**src/rtl/pipeline_hazard_ctrl_pkg.sv**
```systemverilog
// Shared constants, state encoding and control-bundle layout for the
// pipeline hazard controller and its load-use comparator.
package pipeline_hazard_ctrl_pkg;

  localparam int REGFILE_BITS = 5;
  localparam int DIV_CNT_BITS = 6;

  typedef enum logic [1:0] {
    RUN       = 2'd0,
    DIV_WAIT  = 2'd1,
    MISS_WAIT = 2'd2
  } state_e;

  typedef struct packed {
    logic pc_stall;
    logic ifid_stall;
    logic ifid_flush;
    logic idexe_stall;
    logic idexe_flush;
    logic exemem_stall;
    logic exemem_flush;
    logic memwb_flush;
  } ctrl_t;

  localparam ctrl_t CTRL_NONE    = ctrl_t'(8'b0000_0000);
  localparam ctrl_t CTRL_LOADUSE = ctrl_t'(8'b1100_1000);
  localparam ctrl_t CTRL_BRANCH  = ctrl_t'(8'b0010_1000);
  localparam ctrl_t CTRL_DIV     = ctrl_t'(8'b1101_0010);
  localparam ctrl_t CTRL_MISS    = ctrl_t'(8'b1101_0101);

endpackage

```
**src/rtl/hazard_loaduse_cmp.sv**
```systemverilog
// Load-use detector: flags an ID-stage source that reads the destination
// of a load currently in EXE (x0 never creates a hazard).
module hazard_loaduse_cmp
  import pipeline_hazard_ctrl_pkg::*;
(
  input  logic [REGFILE_BITS-1:0] i_id_rs1,
  input  logic [REGFILE_BITS-1:0] i_id_rs2,
  input  logic                    i_id_use_rs1,
  input  logic                    i_id_use_rs2,
  input  logic [REGFILE_BITS-1:0] i_exe_rd,
  input  logic                    i_exe_is_ltype,
  output logic                    o_hit
);

  logic w_rs1_hit;
  logic w_rs2_hit;

  assign w_rs1_hit = i_id_use_rs1 && (i_id_rs1 == i_exe_rd);
  assign w_rs2_hit = i_id_use_rs2 && (i_id_rs2 == i_exe_rd);
  assign o_hit     = i_exe_is_ltype && (i_exe_rd != '0) && (w_rs1_hit || w_rs2_hit);

endmodule

```
**src/rtl/pipeline_hazard_ctrl.sv**
```systemverilog
// Pipeline hazard controller: priority miss > divide > branch > load-use.
// Optional performance counters are built when HAZARD_PERF_CNT_EN is defined.
module pipeline_hazard_ctrl
  import pipeline_hazard_ctrl_pkg::*;
#(
  parameter int DIV_CYCLES = 33
) (
  input  logic                    clk,
  input  logic                    nrst,
  input  logic [REGFILE_BITS-1:0] id_rs1,
  input  logic [REGFILE_BITS-1:0] id_rs2,
  input  logic                    id_use_rs1,
  input  logic                    id_use_rs2,
  input  logic [REGFILE_BITS-1:0] exe_rd,
  input  logic                    exe_is_ltype,
  input  logic                    exe_div_valid,
  input  logic                    exe_branch_taken,
  input  logic                    dcache_miss,
  input  logic                    dcache_ready,
  output logic                    pc_stall,
  output logic                    ifid_stall,
  output logic                    ifid_flush,
  output logic                    idexe_stall,
  output logic                    idexe_flush,
  output logic                    exemem_stall,
  output logic                    exemem_flush,
  output logic                    memwb_flush
`ifdef HAZARD_PERF_CNT_EN
  ,
  output logic [31:0]             stall_cycles,
  output logic [15:0]             flush_events
`endif
);

  // The issue cycle is the first EXE cycle, so the counter covers the rest.
  localparam logic [DIV_CNT_BITS-1:0] DIV_LOAD = DIV_CNT_BITS'(DIV_CYCLES - 2);

  state_e                  r_state;
  state_e                  w_state_nxt;
  logic [DIV_CNT_BITS-1:0] r_div_cnt;
  logic [DIV_CNT_BITS-1:0] w_div_cnt_nxt;
  logic                    r_resume_div;
  logic                    w_resume_div_nxt;
  logic                    w_loaduse;
  ctrl_t                   w_ctrl;

  hazard_loaduse_cmp u_loaduse_cmp (
    .i_id_rs1      (id_rs1),
    .i_id_rs2      (id_rs2),
    .i_id_use_rs1  (id_use_rs1),
    .i_id_use_rs2  (id_use_rs2),
    .i_exe_rd      (exe_rd),
    .i_exe_is_ltype(exe_is_ltype),
    .o_hit         (w_loaduse)
  );

  // NOTE: every signal written here gets a default first, so no path leaves
  // one unassigned and no latch is inferred.
  always_comb begin
    w_ctrl           = CTRL_NONE;
    w_state_nxt      = r_state;
    w_div_cnt_nxt    = r_div_cnt;
    w_resume_div_nxt = r_resume_div;
    case (r_state)
      RUN: begin
        if (dcache_miss) begin
          w_ctrl      = CTRL_MISS;
          w_state_nxt = MISS_WAIT;
          if (exe_div_valid) begin
            w_resume_div_nxt = 1'b1;
            w_div_cnt_nxt    = DIV_LOAD;
          end
        end else if (exe_div_valid) begin
          w_ctrl        = CTRL_DIV;
          w_state_nxt   = DIV_WAIT;
          w_div_cnt_nxt = DIV_LOAD;
        end else if (exe_branch_taken) begin
          w_ctrl = CTRL_BRANCH;
        end else if (w_loaduse) begin
          w_ctrl = CTRL_LOADUSE;
        end
      end
      DIV_WAIT: begin
        // A miss freezes the count so the divide resumes where it stopped.
        if (dcache_miss) begin
          w_ctrl           = CTRL_MISS;
          w_state_nxt      = MISS_WAIT;
          w_resume_div_nxt = 1'b1;
        end else if (r_div_cnt != '0) begin
          w_ctrl        = CTRL_DIV;
          w_div_cnt_nxt = r_div_cnt - DIV_CNT_BITS'(1);
        end else begin
          w_state_nxt = RUN;
        end
      end
      MISS_WAIT: begin
        if (dcache_ready) begin
          w_state_nxt      = r_resume_div ? DIV_WAIT : RUN;
          w_resume_div_nxt = 1'b0;
        end else begin
          w_ctrl = CTRL_MISS;
        end
      end
      default: begin
        w_state_nxt = RUN;
      end
    endcase
    if (!nrst) begin
      w_ctrl = CTRL_NONE;
    end
  end

  // NOTE: sequential state uses non-blocking assignments so every register
  // samples pre-edge values regardless of statement order.
  always_ff @(posedge clk) begin
    if (!nrst) begin
      r_state      <= RUN;
      r_div_cnt    <= '0;
      r_resume_div <= 1'b0;
    end else begin
      r_state      <= w_state_nxt;
      r_div_cnt    <= w_div_cnt_nxt;
      r_resume_div <= w_resume_div_nxt;
    end
  end

  assign pc_stall     = w_ctrl.pc_stall;
  assign ifid_stall   = w_ctrl.ifid_stall;
  assign ifid_flush   = w_ctrl.ifid_flush;
  assign idexe_stall  = w_ctrl.idexe_stall;
  assign idexe_flush  = w_ctrl.idexe_flush;
  assign exemem_stall = w_ctrl.exemem_stall;
  assign exemem_flush = w_ctrl.exemem_flush;
  assign memwb_flush  = w_ctrl.memwb_flush;

`ifdef HAZARD_PERF_CNT_EN
  logic [31:0] r_stall_cycles;
  logic [15:0] r_flush_events;

  // Saturating counters: they stop at all-ones rather than wrapping.
  always_ff @(posedge clk) begin
    if (!nrst) begin
      r_stall_cycles <= '0;
      r_flush_events <= '0;
    end else begin
      if (w_ctrl.pc_stall && (r_stall_cycles != '1)) begin
        r_stall_cycles <= r_stall_cycles + 32'd1;
      end
      if (w_ctrl.ifid_flush && (r_flush_events != '1)) begin
        r_flush_events <= r_flush_events + 16'd1;
      end
    end
  end

  assign stall_cycles = r_stall_cycles;
  assign flush_events = r_flush_events;
`endif

endmodule

```
**config.mk**
```make
export PLATFORM = sky130hd
export DESIGN_NAME = pipeline_hazard_ctrl
export DESIGN_NICKNAME = d
export VERILOG_FILES = /design/src/rtl/pipeline_hazard_ctrl_pkg.sv /design/src/rtl/hazard_loaduse_cmp.sv /design/src/rtl/pipeline_hazard_ctrl.sv
export SDC_FILE = /design/constraint.sdc
export NUM_CORES = 1
export LEC_CHECK = 0
export ABC_AREA = 1
export BUFFER_PORTS_ARGS = -buffer_cell sky130_fd_sc_hd__buf_4
export CELL_PAD_IN_SITES_DETAIL_PLACEMENT = 0
export CELL_PAD_IN_SITES_GLOBAL_PLACEMENT = 1
export CORE_MARGIN = 2
export CORE_UTILIZATION = 35
export CTS_BUF_LIST = sky130_fd_sc_hd__clkbuf_8
export DETAILED_ROUTE_END_ITERATION = 6
export PLACE_DENSITY_LB_ADDON = 0.2
export RECOVER_POWER = 50
export SYNTH_ARGS = -nofsm -noshare
export SYNTH_HDL_FRONTEND = slang
export SYNTH_HIERARCHICAL = 1
export SYNTH_SLANG_ARGS = --single-unit
```
**constraint.sdc**
```tcl
create_clock -name clk -period 3.23 [get_ports clk]
set_input_delay 0.323 -clock clk [delete_from_list [all_inputs] [get_ports clk]]
set_output_delay 0.323 -clock clk [all_outputs]
set_load 0.005 [all_outputs]
```
# After elaboration in Yosys (flattened, before gate mapping)
# Index checks and enable logic that the tools add are counted.
dict set report word_totals {
  out_inout_bits 8
  input_bits 24
  ramBits 0
  mem_bits_ro 0
  elab_cells 54
  n_memories 0
  regBits 9
  latch_bits 0
}
dict set report classes {
  n_mux 25
  mul 0
  shift 0
  div 0
  magnitude_cmp 0
  addsub 1
  reduce_logical 13
  bitwise_logic 0
  n_eq_ne 12
}
# operator count
set ops {}
lappend ops {{8-bit two-way mux} 8}
lappend ops {{8-bit case mux with 3 select lines} 1}
lappend ops {{6-bit two-way mux} 3}
lappend ops {{2-bit != test (second input constant)} 6}
lappend ops {{6-bit case mux with 2 select lines} 1}
lappend ops {{5-bit == test} 2}
lappend ops {{2-bit two-way mux} 5}
lappend ops {{3-bit != test (second input constant)} 2}
lappend ops {{2-bit case mux with 3 select lines} 1}
lappend ops {{6-bit nonzero test} 1}
lappend ops {{6-bit by 1-bit subtractor with 6-bit output (second input constant)} 1}
lappend ops {{1-bit two-way mux} 5}
lappend ops {{5-bit AND reduction} 1}
lappend ops {{5-bit nonzero test} 1}
lappend ops {{1-bit logical AND} 4}
lappend ops {{4-bit AND reduction} 1}
lappend ops {{1-bit case mux with 3 select lines} 1}
lappend ops {{3-bit AND reduction} 1}
lappend ops {{3-bit nonzero test} 1}
lappend ops {{2-bit by 1-bit == test with 1-bit output (second input constant)} 1}
lappend ops {{2-bit == test (second input constant)} 1}
lappend ops {{2-bit zero test} 1}
lappend ops {{2-bit nonzero test} 1}
lappend ops {{1-bit logical OR} 1}

# Depth between registers and ports, before layout
dict set report logic_depth {
  word_depth 10
  mapped_depth 10
  ltp_nobuf 10
}

# Modules after synthesis
# Netlist, hierarchy kept.
# mod cells_each area_per_inst_um2 seq_area_each_um2 n_inst
set modules_own_cells {}
lappend modules_own_cells {pipeline_hazard_ctrl 110 654.4 180.2 1}
lappend modules_own_cells {hazard_loaduse_cmp 55 216.5 0.0 1}

# Worst setup path after synthesis
# OpenSTA, ideal clock, no wires.
dict set report synth_path {
  path_kind {input to output}
  start {in exe_rd[3]}
  end {out pc_stall}
  t_arrival_ps 1232
  n_path_buf 1
  setup_slack_ps 1675
  stages 10
  required_time_ps 2907
  path_cell_list {inv_1 nand2_1 nand2_1 nor2_1 nand3_1 a21oi_1 inv_1 nor3_1 o21a_1 buf_4}
}
dict set report synth_between {
  elab_chain_len 10
  elab_cells_between_ends 14
  cone_classes {eq/ne (2); mux (6); reduce/logical (6)}
}
# element line_no
set synth_lines {}
lappend synth_lines {{start: declaration} pipeline_hazard_ctrl.sv:14} ;# input logic [REGFILE_BITS-1:0] exe_rd,
lappend synth_lines {{5-bit == test (on tied branches)} {hazard_loaduse_cmp.sv:18, hazard_loaduse_cmp.sv:19}}
lappend synth_lines {{1-bit logical AND (on tied branches)} {hazard_loaduse_cmp.sv:18, hazard_loaduse_cmp.sv:19}}
lappend synth_lines {{1-bit logical OR} hazard_loaduse_cmp.sv:20} ;# assign o_hit = i_exe_is_ltype && (i_exe_rd != '0) && (w_rs1_hit || w_rs2_hit);
lappend synth_lines {{1-bit logical AND *} hazard_loaduse_cmp.sv:20}
lappend synth_lines {{named net w_loaduse} pipeline_hazard_ctrl.sv:44} ;# logic w_loaduse;
lappend synth_lines {{8-bit two-way mux *} pipeline_hazard_ctrl.sv:79} ;# end else if (w_loaduse) begin
lappend synth_lines {{8-bit two-way mux *} pipeline_hazard_ctrl.sv:77} ;# end else if (exe_branch_taken) begin
lappend synth_lines {{8-bit two-way mux *} pipeline_hazard_ctrl.sv:73} ;# end else if (exe_div_valid) begin
lappend synth_lines {{8-bit two-way mux *} pipeline_hazard_ctrl.sv:66} ;# if (dcache_miss) begin
lappend synth_lines {{8-bit case mux with 3 select lines *} pipeline_hazard_ctrl.sv:64} ;# case (r_state)
lappend synth_lines {{8-bit two-way mux *} pipeline_hazard_ctrl.sv:108} ;# if (!nrst) begin
lappend synth_lines {{end: declaration} pipeline_hazard_ctrl.sv:20} ;# output logic pc_stall,
# The timed path passes the listed nets; every way through them passes the cells marked *.

# Worst setup path in the final report
dict set report layout_path {
  start {reg r_div_cnt[0]}
  end {out pc_stall}
}
dict set report layout_between {
  elab_chain_len 5
}
# element line_no
set layout_lines {}
lappend layout_lines {{start: declaration} pipeline_hazard_ctrl.sv:40} ;# logic [DIV_CNT_BITS-1:0] r_div_cnt;
lappend layout_lines {{start signal: assignment} pipeline_hazard_ctrl.sv:122} ;# r_div_cnt <= w_div_cnt_nxt;
lappend layout_lines {{6-bit nonzero test} pipeline_hazard_ctrl.sv:89} ;# end else if (r_div_cnt != '0) begin
lappend layout_lines {{8-bit two-way mux} pipeline_hazard_ctrl.sv:89}
lappend layout_lines {{8-bit two-way mux} pipeline_hazard_ctrl.sv:85} ;# if (dcache_miss) begin
lappend layout_lines {{8-bit case mux with 3 select lines} pipeline_hazard_ctrl.sv:64}
lappend layout_lines {{8-bit two-way mux} pipeline_hazard_ctrl.sv:108}
# Every way passes these cells.

==> run summary <==
Setup path
- required time at the endpoint of the critical path: 2.91 ns
- capture point of the worst reg-to-reg path: r_div_cnt[5]
- slowest cell on the critical path: sky130_fd_sc_hd__dfxtp_1
- reg2reg path depth: 9
- critical path class: register to output pin
- series of cell instances along the critical path: inv_1, ha_1, nand3_1, nand2_1, nand3_1, o21a_1, buf_4
- largest fanout of any net on the critical path: 6
- R2R Setup Slk: 1.74 ns
- start of the worst register-to-register path: r_div_cnt[0]
- critical path's largest stage delay: 0.29 ns
- arrival time of the worst setup path: 1.64 ns
- sort of element at the start of the critical path: register
- most common cell type on the critical path: sky130_fd_sc_hd__nand3_1
- kind of end point of the critical path: output pin

Clocking
- maximum clock path buffer count: 2
- latest clock arrival within the worst-skew pair: 0.24 ns
- postcts setup bufs: 0
- CTS hold repair buffers: 0
- CTS buffer count: 3
- CTS root buffer: sky130_fd_sc_hd__clkbuf_8
- total clock sinks: 9
- number of gates resized after cts: 0
- TritonCTS clock tree: yes
- register clock-pin slew on the reported worst setup and hold paths: 0.05 ns
- number of levels the H-tree was split into: 1

Timing
- Max Transition Viols Final: 0
- setup repair after global routing missed its margin: false
- fin crit share: 0.608
- Tightest Pin Transition: 0.211 ns
- remaining max-slew budget at the tightest pin: 0.859
- Final Skew: 0.00280 ns
- shortest period the worst path allows: 1.96 ns
- Final Hold Viols: 0
- Post-Route Setup TNS: 0 ns
- achievable clock frequency: 0.509 GHz
- total setup violations reported at the end of the flow: 0

Detailed routing
- average via count per standard cell: 4.49
- DRC violations left: 0
- number of DRC markers in iteration 0: 18
- vias after detailed routing: 1020
- average routed wire per standard cell: 9.41 um
- overall routed net length: 2140 um
- post-route ant nets: 0
- number of search-and-repair iterations in the first detailed-routing pass: 4

Power
- leakage power: 0.678 nW
- peak supply drop: 0.249 mV
- power after layout: 0.443 mW
- sequential share of power: 0.319
- Comb pwr share: 0.382
- switching power summed over all nets: 0.159 mW
- switching part of the total: 0.358
- power share of the clock group: 0.298
- cell internal power dissipation: 0.284 mW
- power per unit of standard cell area: 385 nW/um^2

Synth
- Synth Area per Inst: 5.28 um^2
- synthesized instance count: 165
- most frequent cells after synthesis: 47 x sky130_fd_sc_hd__nand2_1, 31 x sky130_fd_sc_hd__nor2_1, 30 x sky130_fd_sc_hd__inv_1
- cell type with the highest aggregate area in the netlist: sky130_fd_sc_hd__dfxtp_1
- number of nets in the synthesized netlist: 190
- top cell type's share of synthesized area: 0.207
- flip-flop cell with the highest count after synthesis: sky130_fd_sc_hd__dfxtp_1
- sequential fraction of the synthesis area: 0.207
- count of flip-flops with a built-in enable after synthesis: 0
- Synth Cell Area: 871 um^2
- share of synthesized flip-flops with an asynchronous set or reset: 0
- number of register bits inferred by synthesis: 9
- Syn. warnings: 6
- dominant cells by area after synthesis: sky130_fd_sc_hd__dfxtp_1 21%, sky130_fd_sc_hd__nand2_1 20%, sky130_fd_sc_hd__nor2_1 13%
- Distinct cells, synth: 21
- cell with the most instances after synthesis: sky130_fd_sc_hd__nand2_1

Floorplan
- number of rows in the core area: 18
- overall die height: 53.9 um
- number of top-level design ports: 32
- die footprint: 2900 um^2
- initial cell density of the core: 0.361
- die span in x: 53.9 um
- Std-Cell Core Area: 2410 um^2

Finish
- total inserted antenna cells: 0
- synthesis-to-layout area growth: 32.2%
- Util after Layout: 0.478
- fraction of layout instances using a drive strength above 1: 0.213
- Final #Nets: 223

Job
- max-capacitance violation count: 0

GRT
- final global-route overflow total: 0
- first-pass GRT wire length: 3560 um
- total track usage: 0.167
- number of global-route vias before repair: 888
- pin count of the biggest net entering global routing: 11
- antenna violations before repair: 0

Worst hold path
- type of the worst min-delay path: primary input to register
- sink of the worst hold path: r_state[0]
- Hold Path Depth: 3
- Worst Min Path Start: nrst

Outcome
- outcome: completed

Placement
- number of port buffers: 31
- Detailed Place HPWL: 1770 um
- placer's final routability congestion estimate: 0.776

power groups by stage:
stage / clock network (mW) / registers (mW) / logic, mW
after floorplan: 0 / 0.139 / 0.124
after global placement: 0 / 0.143 / 0.175
after detailed placement: 0 / 0.143 / 0.177
after CTS: 0.134 / 0.141 / 0.178
after global routing: 0.140 / 0.143 / 0.198
final: 0.132 / 0.141 / 0.169
layout by cell type, fill, tap and decap left out, drive strengths merged:
cell type and count:
o21ai 10, clkbuf 3, a21oi 9, nand3 9, nand4 2, a31oi 1
dfxtp 9, nor3 1, inv 35, nor2 32, nand2 52, buf 31
a21boi 1, o21a 1, ha 1
through the flow:
stage | std cells | area, um^2 | hold WS [ns] | setup slack (ns)
2_1_floorplan | 165 | 871 | 0.432 | 1.67
3_3_place_gp | 223 | 1120 | 0.463 | 1.45
3_5_place_dp | 223 | 1120 | 0.468 | 1.42
4_1_cts | 227 | 1170 | 0.368 | 1.31
5_1_grt | 227 | 1150 | 0.382 | 1.10
6_report | 227 | 1150 | 0.366 | 1.27
flip-flops by register name (all words and copies together), names as in the netlist:
register      count
r_div_cnt         6
r_state           2
r_resume_div      1
cells by family (layout without fill, tap and decap cells):
family,Yosys count,in the layout,synth area share
buffers and inverters,37,69,0.172
AO/OA/AOI/OAI,22,22,0.138
adder cells (fa/ha/maj),1,1,0.0144
flip-flops,9,9,0.207
AND/OR/NAND/NOR,96,96,0.468
worst max path at each step:
stage	start	end	cells past startpoint
after CTS	r_div_cnt[0]	pc_stall	7
after detailed placement	exe_rd[3]	pc_stall	11
after global routing	r_div_cnt[0]	ifid_stall	7
after global placement	exe_rd[1]	ifid_stall	10
after floorplan	exe_rd[3]	pc_stall	10
final	r_div_cnt[0]	pc_stall	7
worst max-delay path, delay by kind of cell (launching register included):
kind            cells  cell delay [ns]
flops               1             0.29
simple gates        3             0.42
buf+inv             2             0.26
compound gates      1             0.19
fa+ha+maj           1             0.23
area by class of cell:
class | instances | area [um^2]
inverter | 34 | 130
clock buffer | 3 | 41.3
multi-input combinational | 119 | 526
clock inverter | 1 | 3.75
sequential | 9 | 180
timing repair buffer | 31 | 233
tap | 30 | 37.5
fill | 259 | 1260
per-layer routing:
layer	global-route usage	up-vias	routed length, um
met1	0.184	424	930
met2	0.311	29	1070
li1	-	563	-
met5	0	-	0
met3	0.0333	4	118
met4	0.0641	0	23
Note: power is estimated with default switching activity, not from simulation.
